[config.mk]
export PLATFORM = sky130hd
export DESIGN_NAME = mmio_arbiter
export DESIGN_NICKNAME = d
export VERILOG_FILES = /design/src/rtl/mmio_arbiter.sv
export SDC_FILE = /design/constraint.sdc
export NUM_CORES = 1
export LEC_CHECK = 0
export CORE_AREA = 3 3 273 275
export DETAILED_ROUTE_END_ITERATION = 12
export DIE_AREA = 0 0 276 278
export PLACE_DENSITY = 0.44
export SYNTH_ARGS = -nofsm -noshare
export SYNTH_HDL_FRONTEND = slang
export SYNTH_SLANG_ARGS = --single-unit
export TNS_END_PERCENT = 20
[constraint.sdc]
create_clock -name clk -period 3 [get_ports clk]
set_clock_uncertainty 0.15 [all_clocks]
set_input_delay 0.6 -clock clk [delete_from_list [all_inputs] [get_ports clk]]
set_output_delay 0.6 -clock clk [all_outputs]
set_load 0.01 [all_outputs]
[src/rtl/mmio_arbiter.sv]
// Round-robin arbiter sharing one registered MMIO slave port among NUM_MST masters,
// with read-data routing by grant ID. Optional master locking under `MMIO_ARB_LOCK_EN.
module mmio_arbiter #(
  parameter int NUM_MST    = 4,
  parameter int ADDR_WIDTH = 32,
  parameter int DATA_WIDTH = 64,
  parameter int RD_LATENCY = 1
) (
  input  logic                              clk,
  input  logic                              rst_n,
  input  logic [NUM_MST-1:0]                m_wr_en,
  input  logic [NUM_MST-1:0]                m_rd_en,
  input  logic [NUM_MST*ADDR_WIDTH-1:0]     m_addr,
  input  logic [NUM_MST*DATA_WIDTH-1:0]     m_wr_data,
  input  logic [NUM_MST*DATA_WIDTH/8-1:0]   m_wr_byteen,
`ifdef MMIO_ARB_LOCK_EN
  input  logic [NUM_MST-1:0]                m_lock,
`endif
  output logic [NUM_MST-1:0]                m_ack,
  output logic [NUM_MST-1:0]                m_rd_valid,
  output logic [DATA_WIDTH-1:0]             m_rd_data,
  output logic                              s_wr_en,
  output logic [ADDR_WIDTH-1:0]             s_wr_addr,
  output logic [DATA_WIDTH-1:0]             s_wr_data,
  output logic [DATA_WIDTH/8-1:0]           s_wr_byteen,
  output logic                              s_rd_en,
  output logic [ADDR_WIDTH-1:0]             s_rd_addr,
  input  logic [DATA_WIDTH-1:0]             s_rd_data
);

  localparam int ID_W = (NUM_MST > 1) ? $clog2(NUM_MST) : 1;
  localparam int BE_W = DATA_WIDTH / 8;

  // Handshake: a master raises wr_en/rd_en with stable fields and holds them until
  // its m_ack bit is seen high in the same cycle; the transaction is then complete.

  logic [NUM_MST-1:0] req;
  logic [NUM_MST-1:0] eligible;
  logic [ID_W-1:0]    ptr;
  logic [ID_W-1:0]    grant_id;
  logic               grant_vld;
  logic [ID_W-1:0]    s_id;

  logic [RD_LATENCY-1:0] pipe_vld;
  logic [ID_W-1:0]       pipe_id [RD_LATENCY];

  assign req = m_wr_en | m_rd_en;

`ifdef MMIO_ARB_LOCK_EN
  logic            locked;
  logic [ID_W-1:0] lock_id;

  // While locked, only the lock owner may win arbitration.
  always_comb begin
    eligible = req;
    if (locked) eligible = req & (NUM_MST'(1) << lock_id);
  end

  always_ff @(posedge clk or negedge rst_n) begin
    if (!rst_n) begin
      locked  <= 1'b0;
      lock_id <= '0;
    end else if (grant_vld) begin
      locked  <= m_lock[grant_id];
      lock_id <= grant_id;
    end
  end
`else
  assign eligible = req;
`endif

  // Search starts just above the last winner and wraps, giving rotating priority.
  always_comb begin
    int              idx;
    logic [ID_W-1:0] idx_w;
    grant_vld = 1'b0;
    grant_id  = '0;
    for (int k = 1; k <= NUM_MST; k++) begin
      idx = int'(ptr) + k;
      if (idx >= NUM_MST) idx = idx - NUM_MST;
      idx_w = idx[ID_W-1:0];
      if (!grant_vld && eligible[idx_w]) begin
        grant_vld = 1'b1;
        grant_id  = idx_w;
      end
    end
  end

  always_comb begin
    m_ack = '0;
    if (grant_vld && rst_n) m_ack[grant_id] = 1'b1;
  end

  always_ff @(posedge clk or negedge rst_n) begin
    if (!rst_n) begin
      ptr         <= ID_W'(NUM_MST - 1);
      s_wr_en     <= 1'b0;
      s_rd_en     <= 1'b0;
      s_wr_addr   <= '0;
      s_rd_addr   <= '0;
      s_wr_data   <= '0;
      s_wr_byteen <= '0;
      s_id        <= '0;
    end else begin
      s_wr_en <= grant_vld & m_wr_en[grant_id];
      s_rd_en <= grant_vld & m_rd_en[grant_id];
      if (grant_vld) begin
        ptr         <= grant_id;
        s_wr_addr   <= m_addr[grant_id*ADDR_WIDTH +: ADDR_WIDTH];
        s_rd_addr   <= m_addr[grant_id*ADDR_WIDTH +: ADDR_WIDTH];
        s_wr_data   <= m_wr_data[grant_id*DATA_WIDTH +: DATA_WIDTH];
        s_wr_byteen <= m_wr_byteen[grant_id*BE_W +: BE_W];
        s_id        <= grant_id;
      end
    end
  end

  // Owner of each issued read travels alongside the slave's fixed latency.
  always_ff @(posedge clk or negedge rst_n) begin
    if (!rst_n) begin
      pipe_vld <= '0;
      for (int k = 0; k < RD_LATENCY; k++) pipe_id[k] <= '0;
    end else begin
      pipe_vld[0] <= s_rd_en;
      pipe_id[0]  <= s_id;
      for (int k = 1; k < RD_LATENCY; k++) begin
        pipe_vld[k] <= pipe_vld[k-1];
        pipe_id[k]  <= pipe_id[k-1];
      end
    end
  end

  always_comb begin
    m_rd_valid = '0;
    if (pipe_vld[RD_LATENCY-1]) m_rd_valid[pipe_id[RD_LATENCY-1]] = 1'b1;
  end

  assign m_rd_data = s_rd_data;

endmodule

# --- Word-level counts from Yosys, hierarchy flattened ---
# Index checks and enable logic that the tools add are counted.
# W data, S select, Z words.
classes:
  add_sub_neg: 8
  n_lt_le_gt_ge: 12
  shift: 3
  muxes: 30
  bitwise: 3
  n_reduce_logical: 9
ops:
  columns: ["op", "count"]
  rows:
  - ["$shiftx A256 B9 Y64", 1]
  - ["$shiftx A128 B8 Y32", 1]
  - ["$shiftx A32 B6 Y8", 1]
  - ["$lt A2 B3 Y1 const B", 6]
  - ["$mux W2", 8]
  - ["$bmux W1 S2", 6]
  - ["$mux W1", 12]
  - ["$ge A3 B3 Y1 const B", 3]
  - ["$mux W4", 2]
  - ["$sub A2 B1 Y2 const B", 4]
  - ["$add A2 B2 Y3 const B", 2]
  - ["$logic_and A1 B1 Y1", 6]
  - ["$add A2 B3 Y4 const B", 1]
  - ["$demux W1 S2", 2]
  - ["$ge A2 B1 Y1 const B", 2]
  - ["$ge A4 B3 Y1 const B", 1]
  - ["$or A4 B4 Y4", 1]
  - ["$add A2 B1 Y3 const B", 1]
  - ["$logic_not A1 Y1", 3]
  - ["$and A1 B1 Y1", 2]
word_totals:
  ff_bits: 113
  out_inout_bits: 210

# --- Longest topological paths before layout ---
logic_depth:
  word_depth: 20
  ltp_mapped: 8
  ltp_nobuf: 5

# --- Worst setup path before layout ---
# No wires, ideal clock.
synth_path:
  path_kind: "input port to output port"
  from: "in m_wr_en[3]"
  to: "out m_ack[2]"
  t_arrival_ns: 2.115
  required_ns: 2.250
  path_slack_ns: 0.135
  stages: 7
  n_path_buf: 2
  cell_sequence: "nor2_1 -> o32ai_1 -> mux2i_2 -> buf_2 -> clkbuf_1 -> nand2_1 -> nor3_1"
synth_between:
  elab_chain_cells: 18
  elab_cells_between_ends: 30
  cone_classes: "2 x order compare; 19 x mux; 1 x bitwise; 8 x reduce/logical"
synth_rtl:
  columns: ["item", "line", "rtl"]
  rows:
  - ["from (decl)", "11", "input logic [NUM_MST-1:0] m_wr_en,"]
  - ["$or A4 B4 Y4 (*)", "47", "assign req = m_wr_en | m_rd_en;"]
  - ["$bmux W1 S2", "82", "if (!grant_vld && eligible[idx_w]) begin"]
  - ["$mux W1 (not written as such)", "82", null]
  - ["$mux W1", "82", null]
  - ["$logic_not A1 Y1", "82", null]
  - ["$logic_and A1 B1 Y1", "82", null]
  - ["$mux W1", "82", null]
  - ["$logic_not A1 Y1", "82", null]
  - ["[... 2 more ...]", null, null]
  - ["$logic_not A1 Y1", "82", null]
  - ["$logic_and A1 B1 Y1", "82", null]
  - ["$mux W2", "82", null]
  - ["$lt A2 B3 Y1 (not written as such) / $ge A2 B1 Y1 (equally long branches)", "91", "if (grant_vld && rst_n) m_ack[grant_id] = 1'b1;"]
  - ["$logic_and A1 B1 Y1 (not written as such)", "91", null]
  - ["$mux W1 (not written as such)", "91", null]
  - ["$demux W1 S2", "91", null]
  - ["$mux W4 (*)", "91", null]
  - ["to (decl)", "19", "output logic [NUM_MST-1:0] m_ack,"]
# Every way passes the cells marked *; elsewhere a longest branch is shown, timed or not. The select of a mux whose other input is x is not followed.

# --- Final worst setup path ---
layout_path:
  from: "in m_wr_en[3]"
  to: "out m_ack[0]"
# Same word-level chain as after synthesis.

==> impl_metrics.json <==
{
  "die_h_um": 278,
  "power.static_leakage_uw": 0.005829,
  "routabilityCongestion": 0.8440,
  "cts_buffers": 17,
  "crit_arrival_ps": 2110,
  "routed_wl_um": 45330,
  "ioPinCount": 700,
  "place_inst": 2378,
  "path_buf_inv": 2,
  "drive_above_1_share_pct": 17.84,
  "cp.required_ps": 2250,
  "drv_slew": 0,
  "synth_cells": 977,
  "max_freq_ghz": 0.3493,
  "die-area_sq_um": 76730,
  "preCtsSetupSlack_ps": -584.6,
  "fin_util_pct": 22.26,
  "cts_buffer_depth": 2,
  "grt_pass1_vias": 10136,
  "vdd_drop_max_mv": 0.7073,
  "wl_per_cell_um": 18.75,
  "via_count": 9324,
  "worstSetupPathType": "input port to output pin",
  "syn_avg_cell_area_sq_um": 9.196,
  "slew_headroom_pct": 52.78,
  "clk_pin_slew_worst_paths_ps": 60,
  "syn2layout_area_growth_pct": 79.86,
  "cap_violations": 0,
  "max_stage_delay_ps": 580,
  "ctsHtreeMaxLevel": 4,
  "cp_max_fo": 5,
  "grt_use_total_pct": 11.54,
  "final_nets": 1934,
  "crit_family": "simple AND/OR/NAND/NOR gates",
  "syn-cell-area_sq_um": 8985,
  "die_w_um": 276,
  "ys_seq_elements": 113,
  "ys_warn_count": 0,
  "overflow": 0,
  "antenna_found_initial": 5,
  "fin_setup_tns_ps": 0,
  "hpwl_um": 34470,
  "hold_viol": 0,
  "grt_pass1_wl_um": 67010,
  "fin_ws_ps": 137.0,
  "powerDensity_nw_per_um2": 869.6,
  "final-instance-count-excl-fill": 2418,
  "dr.first_iter.drc_count": 325,
  "setup_viol": 0,
  "finalCritPeriodShare_pct": 95.43,
  "tritoncts": "built",
  "yosysSeqAreaShare_pct": 31.50,
  "cts-root-buf": "clkbuf_16",
  "fp.coreArea_sq_um": 72590,
  "cts.sinks": 113,
  "drc": 0,
  "holdWs_ps": 225.6,
  "drt-pass1-iter-count": 6,
  "start_util_pct": 12.38,
  "status": "finished clean",
  "final_common_cell": "clkdlybuf4s50_1",
  "grt_max_degree": 56,
  "port_buffers": 571,
  "crit_path_cell_trace": "dlygate4sd2_1 -> or4_4 -> o221ai_4 -> nand3_2 -> nor2_2 -> clkdlybuf4s15_2",
  "synthDistinctLibCells": 34,
  "rows": 99,
  "final.min_clock_period_ps": 2863,
  "critPathSlowestCell": "or4_4",
  "tightest_slew_ps": 708.3,
  "cp-end-kind": "output pin",
  "ant_nets": 0,
  "vias_per_cell": 3.856,
  "startpoint_type": "input port",
  "hold_path_class": "register to register",
  "final_cell_mix": "clkdlybuf4s50_1, dfrtp_1, a21oi_1",
  "clk_latency_ps": 450,
  "synth_nets": 1467,
  "rsz0062_at_grt": "no"
}
[layer usage]
layer,global-route usage (%),routed length [um],vias up
li1,-,-,4398
met1,13.27,18400,4446
met2,19.84,22450,410
met3,3.716,3119,66
met4,4.604,1331,4
met5,0,27,-
[synthesized netlist by cell type, drive strengths merged]
library cell  number  area [sq um]
nand4             25         156.4
o32ai              1         8.760
a31oi             25         156.4
nor3b              1         7.510
mux2             184          2110
o21ai             27         135.1
o31ai             80         600.6
nor3              81         555.5
or4                1         11.26
and2               1         6.260
clkbuf            53         198.9
o21ba              1         10.01
dfrtp            111          2778
nand2             91         341.6
mux2i              7         73.82
o21bai             1         11.26
dfstp              2         52.55
a21oi            106         530.5
nor2              35         131.4
buf              137          1021
o41ai              1         27.53
nor4               1         12.51
o221ai             1         26.28
and3               2         12.51
nand3              2         10.01
[logic make-up after synthesis]
family | count (synthesis) | share of synthesized area [%]
AO/OA/AOI/OAI | 243 | 16.77
AND/OR/NAND/NOR | 240 | 13.86
multiplexers | 191 | 24.30
buffers and inverters | 190 | 13.58
flip-flops | 113 | 31.50
[power breakdown]
part / switching (uW) / leakage [uW] / internal [uW]
registers: 565 / 0.00130 / 2340
logic: 4080 / 0.00422 / 4720
clock network: 828 / 0.000314 / 1510
total: 5470 / 0.00583 / 8580
[layout make-up]
cell class              instances  area, sq um
diodes                          2        5.005
clock inverters                10        181.4
multi-input cells             674         4997
well taps                     959         1200
fillers                      7941        56430
repair buffers                638         6482
clock buffers                  22        464.2
flip-flops and latches        113         2830
[per-stage QoR]
stage / cell area [sq um] / total power, uW
3_5_place_dp: 15370 / 11590
6_report: 16160 / 14050
4_1_cts: 16110 / 14270
5_1_grt: 16160 / 15050
2_1_floorplan: 8985 / 7858
3_3_place_gp: 15370 / 11550
[what timing repair did]
| action | in CTS | in global routing |
|---|---|---|
| pin swaps | 4 | 3 |
| hold endpoints to repair | 12 | 0 |
| endpoints found under the setup margin | 7 | 31 |
| cloned | 1 | 1 |
| setup buffers | 3 | 0 |
| hold buffers | 1 | 0 |
| resized for setup | 29 | 8 |
[path summary, 6_finish.rpt]
check,slack [ps],endpoint,cells after the start,from
worst max-delay path,140,m_ack[0],6,m_wr_en[3]
worst min-delay path,230,pipe_id[0],0,s_id[0]
worst max register to register,260,s_wr_byteen[7],8,ptr[1]
worst min register to register,230,pipe_id[0],0,s_id[0]
max in group asynchronous,1100,s_wr_data[19],4,rst_n
min in group asynchronous,450,s_rd_addr[0],2,rst_n
[registers in the layout (all words and copies together), names as in the netlist]
signal,count
pipe_id,2
pipe_vld,1
ptr,2
s_id,2
s_rd_addr,32
s_rd_en,1
s_wr_byteen,8
s_wr_data,64
s_wr_en,1
Note: power is estimated with default switching activity, not from simulation.
